--- src/rtl/dlbf_coeffs_reader.sv ---
// Coefficient reader: streams num_words BRAM words (num_reps+1 times) out on AXI4-Stream.
// Optional `DLBF_COEFFS_RD_TUSER_EN adds m_axis_tuser carrying each beat's repetition index.
module dlbf_coeffs_reader #(
    parameter int RD_LAT     = 2,
    parameter int FIFO_DEPTH = 4
) (
    input  logic        BRAM_PORTB_clk,
    input  logic        BRAM_PORTB_rst,
    input  logic        start,
    input  logic        abort,
    input  logic [15:0] base_addr,
    input  logic [15:0] num_words,
    input  logic [7:0]  num_reps,
    output logic [15:0] addrb,
    output logic        enb,
    input  logic [63:0] doutb,
    output logic [63:0] m_axis_tdata,
    output logic        m_axis_tvalid,
    input  logic        m_axis_tready,
    output logic        m_axis_tlast,
`ifdef DLBF_COEFFS_RD_TUSER_EN
    output logic [7:0]  m_axis_tuser,
`endif
    output logic        busy,
    output logic        done,
    output logic [31:0] csr_rddata
);

    localparam int AW = (FIFO_DEPTH > 1) ? $clog2(FIFO_DEPTH) : 1;
    localparam int CW = $clog2(FIFO_DEPTH + 1);
    localparam int OW = $clog2(RD_LAT + 1);

    typedef enum logic [1:0] {
        S_IDLE,
        S_RUN,
        S_DRAIN,
        S_FLUSH
    } state_t;

    state_t        r_state;
    state_t        w_nxt;

    logic [15:0]   r_base;
    logic [15:0]   r_words;
    logic [7:0]    r_reps;
    logic [15:0]   r_idx;
    logic [7:0]    r_rep;

    logic          r_vld [RD_LAT];
    logic          r_lst [RD_LAT];

    logic [63:0]   r_fdata [FIFO_DEPTH];
    logic          r_flast [FIFO_DEPTH];
    logic [AW-1:0] r_wr;
    logic [AW-1:0] r_rd;
    logic [CW-1:0] r_cnt;

    logic [15:0]   r_sent;
    logic          r_done;
    logic          r_aborted;

    logic          w_idle;
    logic          w_start_idle;
    logic          w_go;
    logic          w_abort;
    logic [15:0]   w_words;
    logic [7:0]    w_reps;
    logic [15:0]   w_base;
    logic [15:0]   w_idx;
    logic [7:0]    w_rep;
    logic [OW-1:0] w_outst;
    logic [31:0]   w_occ;
    logic          w_room;
    logic          w_enb;
    logic          w_last_word;
    logic          w_last_rep;
    logic          w_final;
    logic          w_push;
    logic          w_pop;

    function automatic logic [AW-1:0] f_inc(input logic [AW-1:0] p);
        return (p == AW'(FIFO_DEPTH - 1)) ? '0 : p + 1'b1;
    endfunction

    assign w_idle       = (r_state == S_IDLE);
    assign w_start_idle = w_idle && start;
    assign w_go         = w_start_idle && (num_words != 16'd0);
    assign w_abort      = abort && (r_state == S_RUN || r_state == S_DRAIN);

    // The first read issues in the start cycle itself, straight from the inputs
    assign w_words = w_idle ? num_words : r_words;
    assign w_reps  = w_idle ? num_reps  : r_reps;
    assign w_base  = w_idle ? base_addr : r_base;
    assign w_idx   = w_idle ? 16'd0     : r_idx;
    assign w_rep   = w_idle ? 8'd0      : r_rep;

    always_comb begin
        w_outst = '0;
        for (int i = 0; i < RD_LAT; i++) begin
            w_outst = w_outst + OW'(r_vld[i]);
        end
    end

    // A read is only issued when its data is guaranteed a FIFO slot
    assign w_occ  = 32'(w_outst) + 32'(r_cnt);
    assign w_room = (w_occ < 32'(FIFO_DEPTH));

    assign w_last_word = (w_idx == w_words - 16'd1);
    assign w_last_rep  = (w_rep == w_reps);
    assign w_final     = w_enb && w_last_word && w_last_rep;

    assign w_push = r_vld[RD_LAT-1] && (r_state == S_RUN || r_state == S_DRAIN);
    assign w_pop  = (r_cnt != '0) && m_axis_tready;

    always_ff @(posedge BRAM_PORTB_clk) begin
        if (BRAM_PORTB_rst) begin
            r_state <= S_IDLE;
        end else begin
            r_state <= w_nxt;
        end
    end

    always_comb begin
        w_nxt = r_state;
        unique case (r_state)
            S_IDLE: begin
                if (w_go) begin
                    w_nxt = w_final ? S_DRAIN : S_RUN;
                end
            end
            S_RUN: begin
                if (abort) begin
                    w_nxt = S_FLUSH;
                end else if (w_final) begin
                    w_nxt = S_DRAIN;
                end
            end
            S_DRAIN: begin
                if (abort) begin
                    w_nxt = S_FLUSH;
                end else if (w_outst == '0 && r_cnt == '0) begin
                    w_nxt = S_IDLE;
                end
            end
            S_FLUSH: begin
                if (w_outst == '0) begin
                    w_nxt = S_IDLE;
                end
            end
            default: w_nxt = S_IDLE;
        endcase
    end

    always_comb begin
        w_enb = 1'b0;
        busy  = 1'b0;
        unique case (r_state)
            S_IDLE:  w_enb = w_go;
            S_RUN: begin
                busy  = 1'b1;
                w_enb = !abort && w_room;
            end
            S_DRAIN: busy = 1'b1;
            S_FLUSH: busy = 1'b1;
            default: ;
        endcase
        if (BRAM_PORTB_rst) begin
            w_enb = 1'b0;
        end
    end

    assign enb   = w_enb;
    assign addrb = w_enb ? (w_base + w_idx) : 16'd0;

    always_ff @(posedge BRAM_PORTB_clk) begin
        if (BRAM_PORTB_rst) begin
            r_base    <= '0;
            r_words   <= '0;
            r_reps    <= '0;
            r_idx     <= '0;
            r_rep     <= '0;
            r_wr      <= '0;
            r_rd      <= '0;
            r_cnt     <= '0;
            r_sent    <= '0;
            r_done    <= 1'b0;
            r_aborted <= 1'b0;
            for (int i = 0; i < RD_LAT; i++) begin
                r_vld[i] <= 1'b0;
                r_lst[i] <= 1'b0;
            end
        end else begin
            if (w_start_idle) begin
                r_sent    <= '0;
                r_aborted <= 1'b0;
                r_done    <= (num_words == 16'd0);
            end else if (w_pop) begin
                r_sent <= r_sent + 16'd1;
            end
            if (r_state == S_DRAIN && w_nxt == S_IDLE) begin
                r_done <= 1'b1;
            end
            if (w_abort) begin
                r_aborted <= 1'b1;
            end
            if (w_go) begin
                r_base  <= base_addr;
                r_words <= num_words;
                r_reps  <= num_reps;
            end
            if (w_enb) begin
                if (w_last_word) begin
                    r_idx <= 16'd0;
                    r_rep <= w_rep + 8'd1;
                end else begin
                    r_idx <= w_idx + 16'd1;
                    r_rep <= w_rep;
                end
            end
            r_vld[0] <= w_enb;
            r_lst[0] <= w_last_word;
            for (int i = 1; i < RD_LAT; i++) begin
                r_vld[i] <= r_vld[i-1];
                r_lst[i] <= r_lst[i-1];
            end
            if (w_abort) begin
                r_wr  <= '0;
                r_rd  <= '0;
                r_cnt <= '0;
            end else begin
                if (w_push) begin
                    r_wr <= f_inc(r_wr);
                end
                if (w_pop) begin
                    r_rd <= f_inc(r_rd);
                end
                r_cnt <= r_cnt + CW'(w_push) - CW'(w_pop);
            end
        end
    end

    always_ff @(posedge BRAM_PORTB_clk) begin
        if (w_push) begin
            r_fdata[r_wr] <= doutb;
            r_flast[r_wr] <= r_lst[RD_LAT-1];
        end
    end

    // Head slot is never rewritten while occupied, so stalled beats hold
    assign m_axis_tvalid = (r_cnt != '0);
    assign m_axis_tdata  = m_axis_tvalid ? r_fdata[r_rd] : 64'd0;
    assign m_axis_tlast  = m_axis_tvalid && r_flast[r_rd];

`ifdef DLBF_COEFFS_RD_TUSER_EN
    logic [7:0] r_rtag  [RD_LAT];
    logic [7:0] r_fuser [FIFO_DEPTH];

    always_ff @(posedge BRAM_PORTB_clk) begin
        if (BRAM_PORTB_rst) begin
            for (int i = 0; i < RD_LAT; i++) begin
                r_rtag[i] <= '0;
            end
        end else begin
            r_rtag[0] <= w_rep;
            for (int i = 1; i < RD_LAT; i++) begin
                r_rtag[i] <= r_rtag[i-1];
            end
        end
    end

    always_ff @(posedge BRAM_PORTB_clk) begin
        if (w_push) begin
            r_fuser[r_wr] <= r_rtag[RD_LAT-1];
        end
    end

    assign m_axis_tuser = m_axis_tvalid ? r_fuser[r_rd] : 8'd0;
`else
    // without the sideband the repetition tag stops at the issue counter
`endif

    assign done       = r_done;
    assign csr_rddata = {busy, r_done, r_aborted, 5'b0, r_rep, r_sent};

endmodule

--- config.mk ---
export PLATFORM = sky130hd
export DESIGN_NAME = dlbf_coeffs_reader
export DESIGN_NICKNAME = d
export VERILOG_FILES = /design/src/rtl/dlbf_coeffs_reader.sv
export SDC_FILE = /design/constraint.sdc
export NUM_CORES = 1
export LEC_CHECK = 0
export ABC_AREA = 1
export CORE_UTILIZATION = 49
export CTS_BUF_LIST = sky130_fd_sc_hd__clkbuf_8
export CTS_CLUSTER_DIAMETER = 200
export DETAILED_ROUTE_END_ITERATION = 12
export DONT_BUFFER_PORTS = 1
export PLACE_DENSITY = 0.69
export RECOVER_POWER = 100
export SETUP_SLACK_MARGIN = 0.1
export SYNTH_ARGS = -nofsm -noshare
export SYNTH_HDL_FRONTEND = slang
export SYNTH_SLANG_ARGS = --single-unit
--- constraint.sdc ---
create_clock -name BRAM_PORTB_clk -period 6.3 [get_ports BRAM_PORTB_clk]
set_clock_uncertainty 0.2 [all_clocks]
set_input_delay 1.575 -clock BRAM_PORTB_clk [delete_from_list [all_inputs] [get_ports BRAM_PORTB_clk]]
set_output_delay 1.575 -clock BRAM_PORTB_clk [all_outputs]
set_load 0.01 [all_outputs]
==> impl_results.md <==
- FFs w/ async S/R, synth: 0
- Worst-path maximum fanout: 18
- Critical Path AT: ~4.0 ns
- Cts hold-fix bufs: 0
- Final Slew Violations: between 300 and 400
- Worst slew pin tran: between 4 and 5 ns
- Fin Hold WS: approximately 0.20 ns
- Global route total overflow: 0
- Setup violators final: 0
- Clock root cell: clkbuf_8
- Routed wire length: between 30000 and 40000 um
- Syn Std Cell Area: about 17000 um2
- Reg-to-reg endpoint: r_fdata[0][58]$_DFFE_PP_
- # H-tree levels: 2
- Aggregate global-route resource usage: 0.220
- First-pass GRT wire length: between 60000 and 70000 um
- DP HPWL: 24100 um
- Most used cell along the critical path: nand2_1
- CTS Buf Count: between 50 and 60
- Distinct cells, synth: 55
- Fmax achieved: ~170 MHz
- Largest net degree at the start of global routing: 93
- XOR/XNOR Fraction of Synth Area: 0.0147
- Layout cells sized above 1: 0.0773
- Max incr delay on CP: roughly 0.38 ns
- CTS Buffer Depth: 3
- # diodes: 0
- Die area: 34800 um2
- Simple-Gate Fraction of Synth Area: 0.201
- DR DRC count: 0
- TritonRoute pass-1 iters: 5
- DP Worst Slack: about 0.59 ns
- Vias in the first global route: between 10000 and 15000
- Worst setup path class: reg2out
- Final Wtd Congestion: 0.921
- Nets: 1942
- Outcome: finished, violations left
- Worst min path class: reg2reg
- Worst IR Drop VDD: ~250 uV
- Clock slew at reported path FFs: ~0.07 ns
- Seq/Total Area, Yosys: 0.585
- Failing checks: capacitance limit, slew limit
- Final critical-path required period: approximately 5.7 ns
- PortBufs: 0
- EDFF count, synth: 260
- CP Buf/Inv Count: 5
- Critical path endpoint category: primary output
- Final ANT Viol Nets: 0
- 1st-iter DRT viols: ~890
- Vias: roughly 12000
- Reg-to-reg slack, setup: about 1.2 ns
- Crit path max-delay cell type: dfxtp_2
- Rel. slew slack: -1.90
- Area grow syn2layout: 7.76%
- FF-to-FF path depth: 5
- Worst Hold Launch: r_lst[0][0]$_SDFF_PP0_
- Ys flop type: edfxtp_1
- Final worst path period share: 0.908
- Core area: about 34000 um2
- Multiplexer area fraction after synthesis: 0.000600
- Top delay family on crit path: compound AO/OA/AOI/OAI gates
- Setup ws final: between 0.5 and 0.6 ns
- Synth Area in Adders: 0.0279
- Pleak: roughly 6.8 nW
- #FFs+latches synth: ~360
- Worst Hold End: r_lst[0][1]$_SDFF_PP0_
- Unrepaired setup endpoints after global routing: false
- Max-cap violations: 7
- Cell row count: 67
- Setup_tns: 0 ns
- Hold path cells: 2
- Critical Path Source Type: flip-flop
- Yosys warning count: 0
- Largest family of logic cells by synthesized area: simple AND/OR/NAND/NOR gates
- CTS sink cnt: about 360
- Worst r2r src: r_state[0]$_SDFF_PP0_
- Mean post-synth cell area: between 9 and 10 um2
- Syn Inst Count: 1806
- Final number of hold-violating endpoints: 0
- Critical Path RT: 4.53 ns
- Antenna violations before repair: 0
- Initial Util: 0.497
- Worst skew pair latency: about 0.63 ns
- Die height: 186 um
- DR WL/cell: about 17 um
- PD cells: 345 nW/um2
- CTS tree: yes
- Post-DR vias/cell: approximately 5.4
- Compound-Gate Fraction of Synth Area: 0.119
- Die Wd: approximately 190 um
- I/O Pins: about 230
- CP cell instances: inv_1, ha_4, inv_4, buf_6, nand2_1, inv_1, ha_1, inv_1, nor2_1, o21ai_0, nand2_1, nand2_1, nand2_1, a21oi_1, o21ai_1, nand2_1, nand2_1, nand2_1, nand2_1, a21oi_1, o21ai_2, o21ai_0, a21oi_2
[state kept, by name, summed over array words and instances (netlist names), named ones only]
name       count
r_words       16
r_aborted      1
r_sent        16
r_rep          8
done           1
r_rd           2
r_flast        4
r_fdata      256
r_wr           2
r_idx         16
r_lst          2
r_vld          2
r_state        2
r_reps         8
r_cnt          3
r_base        16
[synthesized netlist by cell type (11+ instances only)]
master | number | share of area
clkbuf_1 | 61 | 0.014
nand2_2 | 23 | 0.0086
inv_1 | 113 | 0.025
o21ai_0 | 210 | 0.063
dfxtp_1 | 97 | 0.12
nor3_1 | 12 | 0.0036
xor2_1 | 19 | 0.010
nor2_2 | 14 | 0.0053
a21oi_1 | 127 | 0.038
nand3_1 | 52 | 0.016
nor2_1 | 398 | 0.090
ha_1 | 34 | 0.026
buf_1 | 11 | 0.0025
nand4_1 | 13 | 0.0049
edfxtp_1 | 260 | 0.47
nand2_1 | 253 | 0.057
[cells in the final DEF (no fill, tap or decap), types with 6 or more instances in the layout]
cell type	netlist	final
nor2_1	398	399
nand4_1	13	13
nand3_1	52	52
a211oi_1	7	7
o21ai_0	210	210
inv_1	113	136
a21oi_1	127	126
nand2_1	253	254
xnor2_1	9	9
dfxtp_1	97	93
nor3_1	12	13
clkbuf_1	61	9
xor2_1	19	19
nand2_2	23	22
clkbuf_8	0	59
ha_1	34	33
nor2_2	14	14
edfxtp_1	260	260
nor4_1	6	6
clkinv_1	0	9
buf_4	9	7
nor2_4	7	6
[power breakdown]
part / leakage, nW / switching, mW / internal (mW)
Sequential: 3.14 / 0.0899 / 2.62
Combinational: 3.06 / 1.27 / 0.432
Clock: 0.601 / 0.890 / 0.906
[final cells by class]
| class | count | area (um2) |
|---|---|---|
| tap | 448 | 561 |
| clock buffer | 59 | 812 |
| clock inverter | 40 | 204 |
| sequential | 357 | 9760 |
| fill | 3094 | 15600 |
| timing repair buffer | 19 | 108 |
| multi-input combinational | 1244 | 6090 |
| inverter | 118 | 445 |
[cell families (layout without fill, tap and decap cells)]
family          count (synthesis)  count (layout)
compound gates                378             378
simple gates                  796             796
mux                             1               1
other cells                     1               5
buf+inv                       209             236
xor+xnor                       28              28
flops                         357             357
fa+ha+maj                      36              36
[layer usage]
metal  share of wire  GRT usage
met1            0.41      0.270
met4           0.027     0.0804
met5               0          0
met2            0.47      0.366
met3           0.088     0.0671
[per-stage QoR]
stage	area [um2]	cells	total power, mW	util
floorplan	16700	1810	4.06	-
finish	18000	2285	6.21	0.536
detailed placement	17000	2185	4.47	0.507
CTS	18000	2284	6.29	0.538
global placement	17000	2185	4.44	0.507
global route	18000	2285	6.57	0.536
[repair_timing]
action | CTS | global route
resized for setup | 3 | 7
setup endpoints to repair | 1 | 3
setup buffers | 0 | 1
pin swaps | 0 | 1
[how the worst max path moves through the flow]
| stage | start | endpoint | slack [ns] | cells after the start |
|---|---|---|---|---|
| floorplan | base_addr[0] | addrb[12] | 0.90 | 20 |
| global placement | base_addr[0] | addrb[12] | 0.57 | 20 |
| detailed placement | base_addr[0] | addrb[12] | 0.59 | 20 |
| CTS | r_state[0]$_SDFF_PP0_ | addrb[12] | 0.19 | 24 |
| global route | r_state[0]$_SDFF_PP0_ | addrb[12] | 0.1 | 23 |
| finish | r_state[0]$_SDFF_PP0_ | addrb[12] | 0.58 | 23 |
[worst min-delay path: stages, from the launching register on]
cell and delay (ns):
dfxtp_1 0.29, inv_1 0.04, nor2_1 0.04
Power figures use the tool's default switching activity.
